## src/rtl/score_display_pkg.sv

```systemverilog
// rtl/score_display_pkg.sv - shared types, constants and helpers for the score display
package score_display_pkg;

    typedef enum logic [1:0] {
        ST_IDLE    = 2'd0,
        ST_CONVERT = 2'd1,
        ST_DONE    = 2'd2
    } state_t;

    localparam int MAX_SCORE_DEFAULT = 9999;

    localparam logic [7:0] SEG_BLANK = 8'hFF;

    // Active-low {dp,g,f,e,d,c,b,a}; entry 0 is the glyph for digit 0.
    localparam logic [0:9][7:0] SEG_CODES = {
        8'hC0, 8'hF9, 8'hA4, 8'hB0, 8'h99,
        8'h92, 8'h82, 8'hF8, 8'h80, 8'h90
    };

    function automatic logic [7:0] seg7_code(input logic [3:0] d);
        return (d <= 4'd9) ? SEG_CODES[d] : SEG_BLANK;
    endfunction

    // Double-dabble correction: any nibble of 5 or more gets +3 before the shift.
    function automatic logic [15:0] bcd_adjust(input logic [15:0] v);
        logic [15:0] r;
        r = v;
        for (int i = 0; i < 4; i++) begin
            if (v[4*i +: 4] >= 4'd5) begin
                r[4*i +: 4] = v[4*i +: 4] + 4'd3;
            end
        end
        return r;
    endfunction

endpackage

```

## src/rtl/score_display_if.sv

```systemverilog
// rtl/score_display_if.sv - score capture / BCD result interface
interface score_display_if #(
    parameter int SCORE_W = 14
);
    logic [SCORE_W-1:0] score;
    logic               new_score;
    logic               busy;
    logic [15:0]        bcd;
    logic               bcd_valid;

    modport master (
        output score,
        output new_score,
        input  busy,
        input  bcd,
        input  bcd_valid
    );

    modport slave (
        input  score,
        input  new_score,
        output busy,
        output bcd,
        output bcd_valid
    );
endinterface

```

## src/rtl/score_display_seg7_decoder.sv

```systemverilog
// rtl/score_display_seg7_decoder.sv - BCD digit to active-low seven-segment code
module seg7_decoder
    import score_display_pkg::*;
(
    input  logic [3:0] digit,
    input  logic       blank,
    output logic [7:0] seg
);

    always_comb begin
        seg = blank ? SEG_BLANK : seg7_code(digit);
    end

endmodule

```

## src/rtl/score_display.sv

```systemverilog
// rtl/score_display.sv - binary score to BCD with multiplexed 4-digit seven-segment scan
module score_display
    import score_display_pkg::*;
#(
    parameter int SCORE_W      = 14,
    parameter int MAX_SCORE    = MAX_SCORE_DEFAULT,
    parameter int REFRESH_BITS = 18
) (
    input  logic                 clk,
    input  logic                 reset,
    score_display_if.slave       sif,
    output logic [3:0]           an,
    output logic [7:0]           seg
);

    localparam int ITER_W = $clog2(SCORE_W);
    localparam logic [ITER_W-1:0]  LAST_ITER = ITER_W'(SCORE_W - 1);
    localparam logic [SCORE_W-1:0] MAX_CLAMP = SCORE_W'(MAX_SCORE);

    state_t               state, state_nx;
    logic [SCORE_W-1:0]   shift_bin, shift_bin_nx;
    logic [15:0]          shift_bcd, shift_bcd_nx;
    logic [ITER_W-1:0]    iter, iter_nx;
    logic                 pending, pending_nx;
    logic [15:0]          bcd_q, bcd_nx;
    logic                 valid_q, valid_nx;

    logic [SCORE_W-1:0]   clamped;
    logic [15:0]          step_bcd;
    logic [SCORE_W-1:0]   step_bin;

    assign clamped = (sif.score > MAX_CLAMP) ? MAX_CLAMP : sif.score;

    always_comb begin
        {step_bcd, step_bin} = {bcd_adjust(shift_bcd), shift_bin} << 1;
    end

    always_ff @(posedge clk or negedge reset) begin
        if (!reset) begin
            state     <= ST_IDLE;
            shift_bin <= '0;
            shift_bcd <= '0;
            iter      <= '0;
            pending   <= 1'b0;
            bcd_q     <= '0;
            valid_q   <= 1'b0;
        end else begin
            state     <= state_nx;
            shift_bin <= shift_bin_nx;
            shift_bcd <= shift_bcd_nx;
            iter      <= iter_nx;
            pending   <= pending_nx;
            bcd_q     <= bcd_nx;
            valid_q   <= valid_nx;
        end
    end

    // A strobe landing in DONE itself is folded into the recapture decision.
    always_comb begin
        state_nx     = state;
        shift_bin_nx = shift_bin;
        shift_bcd_nx = shift_bcd;
        iter_nx      = iter;
        pending_nx   = pending;
        bcd_nx       = bcd_q;
        valid_nx     = 1'b0;
        case (state)
            ST_IDLE: begin
                if (sif.new_score) begin
                    shift_bin_nx = clamped;
                    shift_bcd_nx = '0;
                    iter_nx      = '0;
                    state_nx     = ST_CONVERT;
                end
            end
            ST_CONVERT: begin
                shift_bin_nx = step_bin;
                shift_bcd_nx = step_bcd;
                iter_nx      = iter + 1'b1;
                if (sif.new_score) begin
                    pending_nx = 1'b1;
                end
                if (iter == LAST_ITER) begin
                    state_nx = ST_DONE;
                end
            end
            ST_DONE: begin
                bcd_nx   = shift_bcd;
                valid_nx = 1'b1;
                if (pending || sif.new_score) begin
                    pending_nx   = 1'b0;
                    shift_bin_nx = clamped;
                    shift_bcd_nx = '0;
                    iter_nx      = '0;
                    state_nx     = ST_CONVERT;
                end else begin
                    state_nx = ST_IDLE;
                end
            end
            default: begin
                state_nx = ST_IDLE;
            end
        endcase
    end

    assign sif.busy      = (state != ST_IDLE);
    assign sif.bcd       = bcd_q;
    assign sif.bcd_valid = valid_q;

    logic [REFRESH_BITS-1:0] refresh_cnt;
    logic [1:0]              sel;
    logic [3:0]              blank_vec;
    logic [3:0]              digit;

    always_ff @(posedge clk or negedge reset) begin
        if (!reset) begin
            refresh_cnt <= '0;
        end else begin
            refresh_cnt <= refresh_cnt + 1'b1;
        end
    end

    assign sel = refresh_cnt[REFRESH_BITS-1 -: 2];

    // A digit blanks only when it and every more significant digit are zero.
    always_comb begin
        blank_vec[3] = (bcd_q[15:12] == 4'd0);
        blank_vec[2] = blank_vec[3] && (bcd_q[11:8] == 4'd0);
        blank_vec[1] = blank_vec[2] && (bcd_q[7:4] == 4'd0);
        blank_vec[0] = 1'b0;
    end

    always_comb begin
        digit = bcd_q[{sel, 2'b00} +: 4];
        an    = ~(4'b0001 << sel);
    end

    seg7_decoder u_seg7 (
        .digit (digit),
        .blank (blank_vec[sel]),
        .seg   (seg)
    );

endmodule

```

## src/flat_wrapper.sv

```systemverilog
// flat-port wrapper written by rule: the top's interface ports become plain ports
module score_display_flat import score_display_pkg::*;
#(
    parameter int SCORE_W      = 14,
    parameter int MAX_SCORE    = MAX_SCORE_DEFAULT,
    parameter int REFRESH_BITS = 18
)
  (clk, reset, an, seg, sif_score, sif_new_score, sif_busy, sif_bcd, sif_bcd_valid);
  score_display_if #(.SCORE_W(SCORE_W)) sif_i ();
  input  logic clk;
  input  logic reset;
  output logic [3:0] an;
  output logic [7:0] seg;
  input wire logic [$bits(sif_i.score)-1:0] sif_score;
  input wire logic [$bits(sif_i.new_score)-1:0] sif_new_score;
  output wire logic [$bits(sif_i.busy)-1:0] sif_busy;
  output wire logic [$bits(sif_i.bcd)-1:0] sif_bcd;
  output wire logic [$bits(sif_i.bcd_valid)-1:0] sif_bcd_valid;
  assign sif_i.score = sif_score;
  assign sif_i.new_score = sif_new_score;
  assign sif_busy = sif_i.busy;
  assign sif_bcd = sif_i.bcd;
  assign sif_bcd_valid = sif_i.bcd_valid;
  score_display #(.SCORE_W(SCORE_W), .MAX_SCORE(MAX_SCORE), .REFRESH_BITS(REFRESH_BITS)) u_core (.clk(clk), .reset(reset), .sif(sif_i), .an(an), .seg(seg));
endmodule
```

## config.mk

```make
export PLATFORM = sky130hd
export DESIGN_NAME = score_display_flat
export DESIGN_NICKNAME = d
export VERILOG_FILES = /design/src/rtl/score_display_pkg.sv /design/src/rtl/score_display_if.sv /design/src/rtl/score_display_seg7_decoder.sv /design/src/rtl/score_display.sv /design/src/flat_wrapper.sv
export SDC_FILE = /design/constraint.sdc
export NUM_CORES = 1
export LEC_CHECK = 0
export ABC_CLOCK_PERIOD_IN_PS = 6270
export CORE_MARGIN = 1.5
export CORE_UTILIZATION = 50
export DETAILED_ROUTE_END_ITERATION = 8
export GPL_ROUTABILITY_DRIVEN = 0
export PLACE_DENSITY_LB_ADDON = 0.15
export SLEW_MARGIN = 25
export SYNTH_ARGS = -nofsm -noshare
export SYNTH_HDL_FRONTEND = slang
export SYNTH_SLANG_ARGS = --single-unit
```

## constraint.sdc

```tcl
create_clock -name clk -period 6.27 [get_ports clk]
set_input_delay 0.9405 -clock clk [delete_from_list [all_inputs] [get_ports clk]]
set_output_delay 0.9405 -clock clk [all_outputs]
set_load 0.03 [all_outputs]
```

==> impl_metrics.toml <==
[status]
status = "finished clean"

[cts]
h-tree-depth = 3
cts_root_buffer = "clkbuf_8"
cts_setup_buffers = 0
clock_tree.buffer_depth = 2
cts_buffers = 9
ctsResizeCount = 0
insertion_delay_ps = 340
clock-sinks = 72
clk_pin_slew_ps = 80
holdBufCountCts = 0
tritoncts = "yes"

[synth]
synth_commonest_cells = "dfrtp_1 (72), nand2_1 (47), o21ai_0 (26)"
synth_top_family_by_area = "compound AO/OA/AOI/OAI gates"
synth.area.top_cells = "dfrtp_1 (50%), ha_1 (5.5%), nand2_1 (4.9%)"
synth_mux_area_frac = 0.0622
post-synth-top-area-cell = "dfrtp_1"
netlist_area_um2 = 3620
synth_seq_cells = 72
ys.flop_type = "dfrtp_1"
synthXorXnorAreaFrac = 0.0605
yosysTopAreaCellShare = 0.498
synth-compound-area-share = 0.146
syn-num-nets = 385
synth_adder_area_share = 0.0553
synth.most_common_cell = "dfrtp_1"
synth_edf_count = 0
ys_warn_count = 0
synthCells = 352
ys_types = 40
ys_async_sr_fraction = 1.00
ys_seq_area_frac = 0.498
syn_avg_cell_area_um2 = 10.3
yosys.area_share.simple = 0.137

[sta]
setup_tns_ps = 0
slew_headroom = 0.374
slew_violations = 0
fmax_mhz = 250
period_needed_ps = 3990
finClkSkew_ps = 13.9
rsz0062_at_grt = "no"
hold_viol = 0
min_period_over_period = 0.637
tightest_slew_ps = 939
final-setup-viol-count = 0

[floorplanning]
ios = 47
core_area_um2 = 6910
dieArea_um2 = 7760
die_w_um = 88.1
die_height_um = 88.1
num_rows = 30
initial_utilization = 0.524

[global_routing]
antenna_found_initial = 0
grt_overflow = 0
grt_pass1_wl_um = 12100
grt_max_degree = 73
use_met2 = 0.298
globalRouteMet3Util = 0.0566
grt_usage = 0.204
grt_use_met1 = 0.290
busiest_layer = "met2"
grt_pass1_vias = 2552

[route]
wl_per_cell_um = 14.3
vias = 2630
ant_nets = 0
drc = 0
totalWireLength_um = 7090
dr.pass1.iters = 4
drtIter0Drc = 132
drt-vias-per-instance = 5.31

[power]
vdd_drop_max_uv = 182
p_leak_nw = 1.99
power.density_nw_per_um2 = 461

[worst_hold_path]
hp-class = "register to register"
worstHoldStart = "u_core.refresh_cnt[8]$_DFF_PN0_"

[setup_path]
end_kind = "output port"
timing.rr.start = "u_core.state[0]$_DFFE_PN0P_"
cp-start-kind = "register"
required_ps = 5330
crit_type = "register to output port"
startpoint = "u_core.refresh_cnt[16]$_DFF_PN0_"
cp.arrival_ps = 3050
crit_fanout = 11

[cells_and_area]
nFillCells = 592
num_antenna_cells = 0
drive_gt1_frac = 0.108
area_growth_pct = 19.9
fin_area_um2 = 4340
fin_nets = 427

[placed_design]
dp_hpwl_um = 5040
place_area_um2 = 4140
io_buffers = 45

[flow_run]
cap_violations = 0
-- power by group --
group          switching [W]  leakage [nW]  total (W)  internal [W]
combinational       0.000509         0.954   0.000916      0.000407
sequential          0.000120         0.930   0.000725      0.000605
clock               0.000169         0.106   0.000362      0.000192
total               0.000799          1.99    0.00200       0.00120
-- critical path, stage by stage, from the launching register on --
cell and delay [ps]:
dfrtp_1 620, mux4_2 620, inv_1 140, ha_1 230, o21bai_4 80, a32oi_4 290
o211ai_2 120, clkdlybuf4s50_1 610
-- layout make-up --
cell class	instances	area (µm²)	share of cell area
clock inverter	6	58.8	0.0136
multi-input combinational	244	1670	0.385
inverter	18	67.6	0.0156
sequential	72	1800	0.415
clock buffer	10	138	0.0317
tap	96	120	0.0277
timing repair buffer	49	483	0.111
-- layout by cell type (no fill, tap or decap), drive strengths merged, types with 5 or more instances in the layout --
| master | n |
|---|---|
| nor2 | 13 |
| xnor2 | 13 |
| dfrtp | 72 |
| a21oi | 17 |
| clkdlybuf4s50 | 44 |
| xor2 | 12 |
| a21o | 5 |
| nor3 | 6 |
| clkbuf | 10 |
| o21ai | 29 |
| nand3 | 12 |
| buf | 5 |
| nand2 | 47 |
| mux2 | 12 |
| o22ai | 9 |
| inv | 18 |
| clkinv | 5 |
| nand2b | 9 |
| ha | 16 |
| a22o | 5 |
-- worst paths after layout --
path	end	depth (start not counted)	slack [ps]
max	seg[4]	7	2280
min	u_core.refresh_cnt[8]$_DFF_PN0_	1	470
max reg2reg	u_core.iter[3]$_DFFE_PN0P_	5	4350
min reg2reg	u_core.refresh_cnt[8]$_DFF_PN0_	1	470
max in group asynchronous	u_core.shift_bin[8]$_DFFE_PN0P_	2	4890
min in group asynchronous	u_core.refresh_cnt[6]$_DFF_PN0_	2	790
-- state kept, by name (all words and copies together), names as in the netlist --
name,cells
u_core.state,2
u_core.shift_bcd,16
u_core.sif.bcd_valid,1
u_core.sif.bcd,16
u_core.shift_bin,14
u_core.refresh_cnt,18
u_core.iter,4
u_core.pending,1
-- metrics by stage --
stage          utilization  setup slack [ps]  hold slack [ps]  total power, W  std cells
2_1_floorplan            -              3230              436         0.00135        352
3_3_place_gp         0.598              2740              453         0.00162        478
3_5_place_dp         0.600              2650              460         0.00165        479
4_1_cts              0.628              2260              473         0.00202        495
5_1_grt              0.628              2090              492         0.00215        495
6_report             0.628              2280              471         0.00200        495
-- kinds of logic after synthesis --
| family | count (synthesis) |
|---|---|
| AOI/OAI and AO/OA | 80 |
| xor gates and xnor gates | 25 |
| adders and majority gates | 16 |
| buffers and inverters | 36 |
| DFF | 72 |
| muxes | 16 |
| other | 1 |
| and+or+nand+nor | 106 |
-- routing by layer --
layer  wire length, µm  vias up
met5                 0        -
li1                  -     1306
met2              3100       63
met3               347       14
met4               148        0
met1              3490     1247
(Power assumes the default switching activity.)
